`src/rtl/bcd_counter_pkg.sv`:
```
// Shared types, constants and digit arithmetic for the cascaded BCD counter.
// The down-counting helper is only built when COUNTER_UPDOWN_EN is defined.
package bcd_counter_pkg;

   typedef logic [3:0] bcd_digit_t;

   localparam bcd_digit_t BCD_MAX    = 4'd9;
   localparam bcd_digit_t BCD_MIN    = 4'd0;
   localparam bcd_digit_t DIV_HALF   = 4'd5;
   localparam int         MAX_DIGITS = 8;

   // Non-decimal nibbles collapse to zero so a bad preset cannot wedge a digit
   function automatic bcd_digit_t bcd_sanitize(input bcd_digit_t d);
      return (d > BCD_MAX) ? BCD_MIN : d;
   endfunction

   function automatic bcd_digit_t bcd_inc(input bcd_digit_t d);
      return (d >= BCD_MAX) ? BCD_MIN : bcd_digit_t'(d + 4'd1);
   endfunction

`ifdef COUNTER_UPDOWN_EN
   function automatic bcd_digit_t bcd_dec(input bcd_digit_t d);
      return (d == BCD_MIN || d > BCD_MAX) ? BCD_MAX : bcd_digit_t'(d - 4'd1);
   endfunction
`endif

endpackage

```
`src/rtl/bcd_digit.sv`:
```
// One decade cell of the BCD counter chain. Load has priority over step.
// at_terminal flags the value that makes the next stage advance
// (9 counting up, 0 counting down). The up input and all down logic exist
// only when COUNTER_UPDOWN_EN is defined.
module bcd_digit
   import bcd_counter_pkg::*;
(
   input  logic       clk,
   input  logic       rst,
   input  logic       step,
`ifdef COUNTER_UPDOWN_EN
   input  logic       up,
`endif
   input  logic       load,
   input  logic [3:0] load_digit,
   output logic [3:0] digit,
   output logic       at_terminal
);

   bcd_digit_t digit_reg;
   bcd_digit_t digit_next;

   // Next digit value: preset, one step in the selected direction, or hold
   always_comb begin
      digit_next = digit_reg;
      if (load) begin
         digit_next = bcd_sanitize(load_digit);
      end else if (step) begin
`ifdef COUNTER_UPDOWN_EN
         digit_next = up ? bcd_inc(digit_reg) : bcd_dec(digit_reg);
`else
         digit_next = bcd_inc(digit_reg);
`endif
      end
   end

   // Digit state register
   always_ff @(posedge clk or posedge rst) begin
      if (rst) begin
         digit_reg <= BCD_MIN;
      end else begin
         digit_reg <= digit_next;
      end
   end

   assign digit = digit_reg;

`ifdef COUNTER_UPDOWN_EN
   assign at_terminal = up ? (digit_reg == BCD_MAX) : (digit_reg == BCD_MIN);
`else
   assign at_terminal = (digit_reg == BCD_MAX);
`endif

endmodule

```
`src/rtl/bcd_counter_chain.sv`:
```
// Cascaded BCD counter, NUM_DIGITS decades (1..8), with enable, synchronous
// preset, registered rollover strobes and 50%-duty divided clocks.
// Optional up/down counting is enabled by defining COUNTER_UPDOWN_EN.
// The carry chain is purely combinational, so all digits update on the same
// edge; roll and clk_div are flops that line up with the count register.
module bcd_counter_chain
   import bcd_counter_pkg::*;
#(
   parameter int NUM_DIGITS = 2
)(
   input  logic                    clk,
   input  logic                    rst,
   input  logic                    en,
   input  logic                    load,
   input  logic [4*NUM_DIGITS-1:0] load_val,
`ifdef COUNTER_UPDOWN_EN
   input  logic                    up,
`endif
   output logic [4*NUM_DIGITS-1:0] count,
   output logic [NUM_DIGITS-1:0]   roll,
   output logic [NUM_DIGITS-1:0]   clk_div
);

   logic [NUM_DIGITS-1:0] step;
   logic [NUM_DIGITS-1:0] at_terminal;
   logic [NUM_DIGITS-1:0] roll_reg;
   logic [NUM_DIGITS-1:0] roll_next;
   logic [NUM_DIGITS-1:0] clk_div_reg;
   logic [NUM_DIGITS-1:0] clk_div_next;
   logic                  up_dir;

`ifdef COUNTER_UPDOWN_EN
   assign up_dir = up;
`else
   assign up_dir = 1'b1;
`endif

   genvar gi;
   generate
      for (gi = 0; gi < NUM_DIGITS; gi++) begin : g_digit
         bcd_digit_t digit_w;
         bcd_digit_t stepped_w;
         bcd_digit_t digit_next_w;

         // Counting is suppressed on load cycles so no roll strobe can follow a preset
         if (gi == 0) begin : g_first
            assign step[gi] = en & ~load;
         end else begin : g_rest
            assign step[gi] = step[gi-1] & at_terminal[gi-1];
         end

         bcd_digit u_digit (
            .clk         (clk),
            .rst         (rst),
            .step        (step[gi]),
`ifdef COUNTER_UPDOWN_EN
            .up          (up_dir),
`endif
            .load        (load),
            .load_digit  (load_val[4*gi +: 4]),
            .digit       (digit_w),
            .at_terminal (at_terminal[gi])
         );

`ifdef COUNTER_UPDOWN_EN
         assign stepped_w = up_dir ? bcd_inc(digit_w) : bcd_dec(digit_w);
`else
         assign stepped_w = bcd_inc(digit_w);
`endif

         // Value the digit will hold after this edge, used to keep clk_div aligned with count
         assign digit_next_w = load     ? bcd_sanitize(load_val[4*gi +: 4]) :
                               step[gi] ? stepped_w : digit_w;

         assign clk_div_next[gi] = (digit_next_w >= DIV_HALF);
         // Digits 0..gi all wrap together exactly when this stage steps while at its terminal value
         assign roll_next[gi]    = step[gi] & at_terminal[gi];
         assign count[4*gi +: 4] = digit_w;
      end
   endgenerate

   // Registered strobe and divided-clock outputs
   always_ff @(posedge clk or posedge rst) begin
      if (rst) begin
         roll_reg    <= '0;
         clk_div_reg <= '0;
      end else begin
         roll_reg    <= roll_next;
         clk_div_reg <= clk_div_next;
      end
   end

   assign roll    = roll_reg;
   assign clk_div = clk_div_reg;

   // up_dir only steers the digit cells in the up/down build
   logic unused_dir;
   assign unused_dir = up_dir;

endmodule

```
`config.mk`:
```
export PLATFORM = sky130hd
export DESIGN_NAME = bcd_counter_chain
export DESIGN_NICKNAME = d
export VERILOG_FILES = /design/src/rtl/bcd_counter_pkg.sv /design/src/rtl/bcd_digit.sv /design/src/rtl/bcd_counter_chain.sv
export SDC_FILE = /design/constraint.sdc
export NUM_CORES = 1
export LEC_CHECK = 0
export CAP_MARGIN = 20
export CORE_ASPECT_RATIO = 0.6
export CORE_UTILIZATION = 28
export DETAILED_ROUTE_END_ITERATION = 16
export HOLD_SLACK_MARGIN = 0.02
export MAX_ROUTING_LAYER = met4
export PLACE_DENSITY = 0.59
export SLEW_MARGIN = 10
export SYNTH_ARGS = -nofsm -noshare
export SYNTH_HDL_FRONTEND = slang
export SYNTH_SLANG_ARGS = --single-unit
```
`constraint.sdc`:
```
create_clock -name clk -period 1.9 [get_ports clk]
set_input_delay 0.38 -clock clk [delete_from_list [all_inputs] [get_ports clk]]
set_output_delay 0.38 -clock clk [all_outputs]
set_load 0.005 [all_outputs]
```
# == Word level (Yosys, flattened, before mapping) ==
# Index checks and enable logic that the tools add are counted.
# word_totals
reg_bits,12
in_bits,12
# op_classes
add_sub_neg,2
n_lt_le_gt_ge,6
n_eq_ne,2
mux,8
bitwise,4
# op_table
cell,n
two-way mux 4 bit,8
adder 4 x 1 -> 4 bit (second input constant),2
== test 4 bit (second input constant),2
>= comparator 4 x 3 -> 1 bit (second input constant),2
>= comparator 4 bit (second input constant),2
> comparator 4 bit (second input constant),2
AND 1 bit,3
inverter 1 bit,1

# == Longest topological paths before layout ==
# logic_depth
depth_word,6
mapped_depth,7

# == Hierarchy ==
# Synthesis repeated with hierarchy kept, for this count alone.
# hier_totals
cells_unflattened,119
area_unflattened_um2,1061.0
# modules_own_cells
module,instances,cells_each,area_per_inst_um2
bcd_digit,2,36,334.1
bcd_counter_chain,1,47,392.9

# == Least setup slack after synthesis ==
# OpenSTA, ideal clock, no wires.
# synth_timing
path_type,reg2reg
startpoint,register g_digit[0].u_digit.digit_reg[1]
endpoint,register clk_div_reg[1] (netlist: clk_div[1])
setup_time_ps,67
arrival_ps,1603
required_ps,1833
slack_ps,230
stages_incl_launch_ff,8
path_buffers,0
period_less_slack_ps,1670
path_cell_list,dfrtp_1 inv_1 ha_1 nand4b_4 or3_4 o311ai_4 o21ai_2 nand2b_1
# synth_between
elab_chain_cells,5
# synth_rtl
element,line,rtl
"start, declared",bcd_digit.sv:20,bcd_digit_t digit_reg;
"start signal, assigned",bcd_digit.sv:42,digit_reg <= digit_next;
== test 4 bit,bcd_digit.sv:51,assign at_terminal = (digit_reg == BCD_MAX);
AND 1 bit,bcd_counter_chain.sv:49,assign step[gi] = step[gi-1] & at_terminal[gi-1];
two-way mux 4 bit,bcd_counter_chain.sv:73,step[gi] ? stepped_w : digit_w;
two-way mux 4 bit,n/a,
named net g_digit[1].digit_next_w[2],bcd_counter_chain.sv:43,bcd_digit_t digit_next_w;
>= comparator 4 x 3 -> 1 bit,bcd_counter_chain.sv:75,assign clk_div_next[gi] = (digit_next_w >= DIV_HALF);
named net clk_div_next[1],bcd_counter_chain.sv:29,logic [NUM_DIGITS-1:0] clk_div_next;
"end signal, assigned",bcd_counter_chain.sv:89,clk_div_reg <= clk_div_next;
"end, declared",bcd_counter_chain.sv:28,logic [NUM_DIGITS-1:0] clk_div_reg;
# The timed path passes the listed nets, and every way through them passes these cells.

# == Worst setup path after layout ==
# Same ends and word-level chain as after synthesis.

==> results.toml <==
[logic_synthesis]
synth.avg_cell_area_um2 = 9.89
synthArstFlopShare_pct = 100
synth_warnings = 0
ys_types = 36
syn_nets = 100
synth_top_flop_cell = "dfrtp_1"
ys_ff_latch = 12
synth_area_um2 = 811
seq_area_frac_synth_pct = 37.0
synth_cells = 82
synth_edf_count = 0

[status]
status = "completed"

[clock_network]
clockRootBuffer = "clkbuf_8"
clock_sinks = 12
cts_tree = "yes"
clock_path_buffers = 2
cts_htree_levels = 1
cts_made_buffers = 3
path_clk_slew_ps = 50
insertion_delay_ps = 240

[floorplan]
core_um2 = 2630
rows = 14
die_w_um = 71.5
io_pins = 24
die_y_um = 43.7
die_area_um2 = 3120
start_util_pct = 30.9

[sta]
setup_viol = 0
slew_viol_final = 0
rsz0062_at_grt = "no"
whs_ps = 446
fin_skew_ps = 0.782
fin_crit_ps = 1760
fmax_ghz = 0.567
fin_crit_sh_pct = 92.9
worst_slew_pin_slew_ps = 479
slew_headroom_pct = 67.7
hold_violations = 0

[cells_and_area]
diodes = 0
fin_nets = 137
fillers = 252
finalInstanceArea_um2 = 1200
fin_util_pct = 45.8
largest_reg_flops = 8
drive_gt1_share_pct = 19.5
syn_to_final_growth_pct = 48.3

[global_routing]
grt_pass1_wl_um = 3730
grt-ovfl-total = 0
grt_pass1_vias = 737
grtUsageTotal_pct = 16.5
antenna_found_initial = 0
grt_max_degree = 13

[worst_setup_path]
cp-end-kind = "flip-flop"
crit_family = "buffers and inverters"
worst_setup_path_start_kind = "flip-flop"
cp_cell_sequence = "inv_1, ha_2, nand4b_4, buf_4, o41ai_1, buf_4, o21ai_2, nand2b_1"
slowest_delay_ps = 380
reg2reg_from = "g_digit[0].u_digit.digit[1]$_DFF_PP0_"
startpoint = "g_digit[0].u_digit.digit[1]$_DFF_PP0_"
crit_path_frequent_cell = "buf_4"
arrival_ps = 1940
required_ps = 2070
worstSetupPathType = "reg -> reg"
path_max_fanout = 5
path_buf_inv = 3
cp_slowest_cell = "o41ai_1"

[power_and_ir_drop]
power_density_nw_per_um2 = 684
p_leak_nw = 0.526
max-vdd-ir-drop_mv = 0.246
p_total_uw = 822

[worst_hold_path]
holdCritPathClass = "in -> async"

[routing]
vias_per_cell = 5.14
drt_wl_total_um = 2140
firstDrtPassIters = 6
antenna_left = 0
first_iter_violations = 50
detail_route.wl_per_cell_um = 14.3
drcViolationCount = 0
vias = 771

[placement]
gp_congestion = 0.894
place_hpwl_um = 1750
io_buffers = 23
place_area_um2 = 1140

[flow_run]
maxCapViolCount = 0
synth_stat cells, types with 2 or more instances:
library cell	number	share of area [%]
nand3b_1	2	1.9
inv_1	11	5.1
clkbuf_4	2	1.9
nand2_1	2	0.93
o21ai_0	3	1.9
a31oi_1	3	2.3
nand3_1	3	1.9
dfrtp_1	12	37
o41ai_1	3	3.2
nand2b_1	3	2.3
nor3b_1	2	1.9
o31a_1	2	2.2
ha_1	6	9.3
a21oi_1	3	1.9
nor2_1	4	1.9
what timing repair did:
action | in CTS | in global routing
setup endpoints to repair | 0 | 1
buffers inserted | 0 | 0
gates resized for setup | 0 | 1
hold buffers | 0 | 0
power breakdown:
group          switching (mW)  internal [mW]
Sequential             0.0268          0.279
Clock                  0.0899          0.183
Combinational           0.107          0.136
Total                   0.224          0.598
cell type report:
class                      count  area [µm²]  share of cell area, %
tap                           32        40.0                   3.33
inverter                      12        45.0                   3.75
sequential                    12         300                   25.0
clock buffer                   4        55.1                   4.58
multi-input combinational     55         442                   36.7
timing repair buffer          35         320                   26.6
cell families after synthesis:
logic type               synth area share, %
AND/OR/NAND/NOR                         20.5
adder cells (fa/ha/maj)                 9.26
AO/OA/AOI/OAI                           24.4
flip-flops                              37.0
buffers and inverters                   8.80
worst paths after layout:
path	cells past startpoint	endpoint	slack, ps
max reg2reg	8	clk_div[1]$_DFF_PP0_	140
min reg2reg	2	roll[1]$_DFF_PP0_	630
max	8	clk_div[1]$_DFF_PP0_	140
min	2	clk_div[1]$_DFF_PP0_	450
max in group asynchronous	2	g_digit[0].u_digit.digit[0]$_DFF_PP0_	1160
min in group clk	2	roll[1]$_DFF_PP0_	630
layer usage:
layer | global-route usage [%] | part of all wire (%) | wire length [µm]
met1 | 24.1 | 54 | 1160
met3 | 2.33 | 4.9 | 105
met5 | - | 0 | 0
met4 | 4.71 | 0.42 | 9
met2 | 23.8 | 40 | 867
layout by cell type, fill, tap and decap left out, drive strengths merged, types with 2 or more instances in the layout:
cell type and n:
clkdlybuf4s50 23, dfrtp 12, buf 12, inv 12, ha 6, o21ai 5, nor2 4, clkbuf 4
nand2b 3, a21oi 3, nand3 3, a31oi 3, o41ai 3, nand3b 2, o31a 2, nor3b 2
nand2 2, or3 2
metrics by stage:
step                      setup WS [ps]  TNS [ps]  instances
after global placement            -85.8      -162        146
after floorplan                     230         0         82
after global routing               1.64         0        150
final                               136         0        150
after CTS                          84.1         0        150
after detailed placement          -75.7      -135        146
No activity file was read; power rests on OpenSTA's default activity.
==> variant: new RTL, same settings <==
The package constant `BCD_MAX` goes from 4'd9 to 4'd4.
--- a/src/rtl/bcd_counter_pkg.sv
+++ b/src/rtl/bcd_counter_pkg.sv
@@ -4,7 +4,7 @@
 
    typedef logic [3:0] bcd_digit_t;
 
-   localparam bcd_digit_t BCD_MAX    = 4'd9;
+   localparam bcd_digit_t BCD_MAX    = 4'd4;
    localparam bcd_digit_t BCD_MIN    = 4'd0;
    localparam bcd_digit_t DIV_HALF   = 4'd5;
    localparam int         MAX_DIGITS = 8;
Formal check against the unedited RTL: not equivalent (Yosys sat finds a counterexample within 4 cycles, from zero or initial values and one cycle with rst high).
==> variant against the original RTL <==
  * Worst hold slack gained 0.0071 ns
  * Critical path depth shrank 1
  * Clock skew grew 0.0044 ns
  * Final cell count shrank 17%
  * Synthesized area shrank 16%
  * Sequential cell count is the same
  * Setup slack gained 0.091 ns
  * Wire length shrank 26%
  * Core utilization shrank 0.56 points
  * Via count shrank 24%
  * Final area shrank 16%
  * Largest cell class unchanged
Power is not compared: it rests on default switching activity, and its combinational part moved more than twofold at a synthesized area within 25%.
==> variant: results (changes against the original RTL) <==
metric	value	unit	change
r2r_slack	0.23	ns	was 0.14 ns
status	complete, no violations		unchanged
reg2reg_depth	7		was 8
avgSynthCellArea	10.3	µm²	was 9.89 µm²
ys_seq_area_share	44.3	%	was 37.0%
grt.total_usage	14.9	%	was 16.5%
critPathMaxStageDelay	0.41	ns	was 0.38 ns
final_nets	111		was 137
clkLatencyLatePin	0.24	ns	about the same
hpwl	1.27	mm	was 1.75 mm
power_top_consumer	sequential cells		
yosys-top-cells-count	dfrtp_1, inv_1, nor2_1, ha_1, nand2_1		was dfrtp_1, inv_1, ha_1, nor2_1
use_met2	21.1	%	was 23.8%
wl_met1	860	µm	was 1.16 mm
final_cells	124		was 150
crit_arrival	1.78	ns	was 1.94 ns
fillCellCount	207		was 252
drive_gt1_share	14.9	%	was 19.5%
first_iter_violations	26		was 50
grt_pass1_wl	2.58	mm	was 3.73 mm
routabilityCongestion	0.894		about the same
slew_headroom	69.2	%	was 67.7%
synth_nets	82		was 100
yosys-top-cells-area	dfrtp_1, ha_1, inv_1		unchanged
viasPerCell	4.71		was 5.14
crit_slowest_cell	dfrtp_1		was o41ai_1
grt_pass1_vias	543		was 737
met2_length	641	µm	was 867 µm
first_pass_iters	4		was 6
use_met3	4.26	%	was 2.33%
cp_top_family	flip-flops		was buffers and inverters
path_max_fanout	6		was 5
routed_wl	1.60	mm	was 2.14 mm
ir_worst_vdd	272	µV	
min_period	1.67	ns	was 1.76 ns
grtUsageMet1	19.3	%	was 24.1%
dpl_worst_slack	0.00697	ns	was -0.0757 ns
dr_wl_met3	73	µm	was 105 µm
yosys.cell_types.count	27		was 36
cts-resized-gates	0		unchanged
finClkSkew	0.00513	ns	was 0.000782 ns
-- variant: cell count changes in the layout (fill, tap and decap cells not counted), sizes merged, moves of 3 or more --
cell and change:
nand3 -3, buf -9, o41ai -3, o21ai -4
inv -5
-- variant: cell type report --
type | count | share of cell area (%)
well taps | 30 | 3.73
multi-input cells | 45 | 33.3
clock buffers | 4 | 5.47
flip-flops and latches | 12 | 29.8
inverters | 7 | 2.61
repair buffers | 26 | 25.1
-- variant: metrics by stage --
stage	area, µm²	hold WS, ns	total power [µW]
2_1_floorplan	678	0.245	337
3_3_place_gp	952	0.541	397
3_5_place_dp	952	0.537	399
4_1_cts	1010	0.475	682
5_1_grt	1010	0.517	710
6_report	1010	0.453	670
-- variant: logic make-up after synthesis --
| group | synth area share, % |
|---|---|
| flops | 44.3 |
| buf+inv | 6.27 |
| simple gates | 24.4 |
| fa+ha+maj | 7.38 |
| compound gates | 14.0 |
| mux | 3.69 |
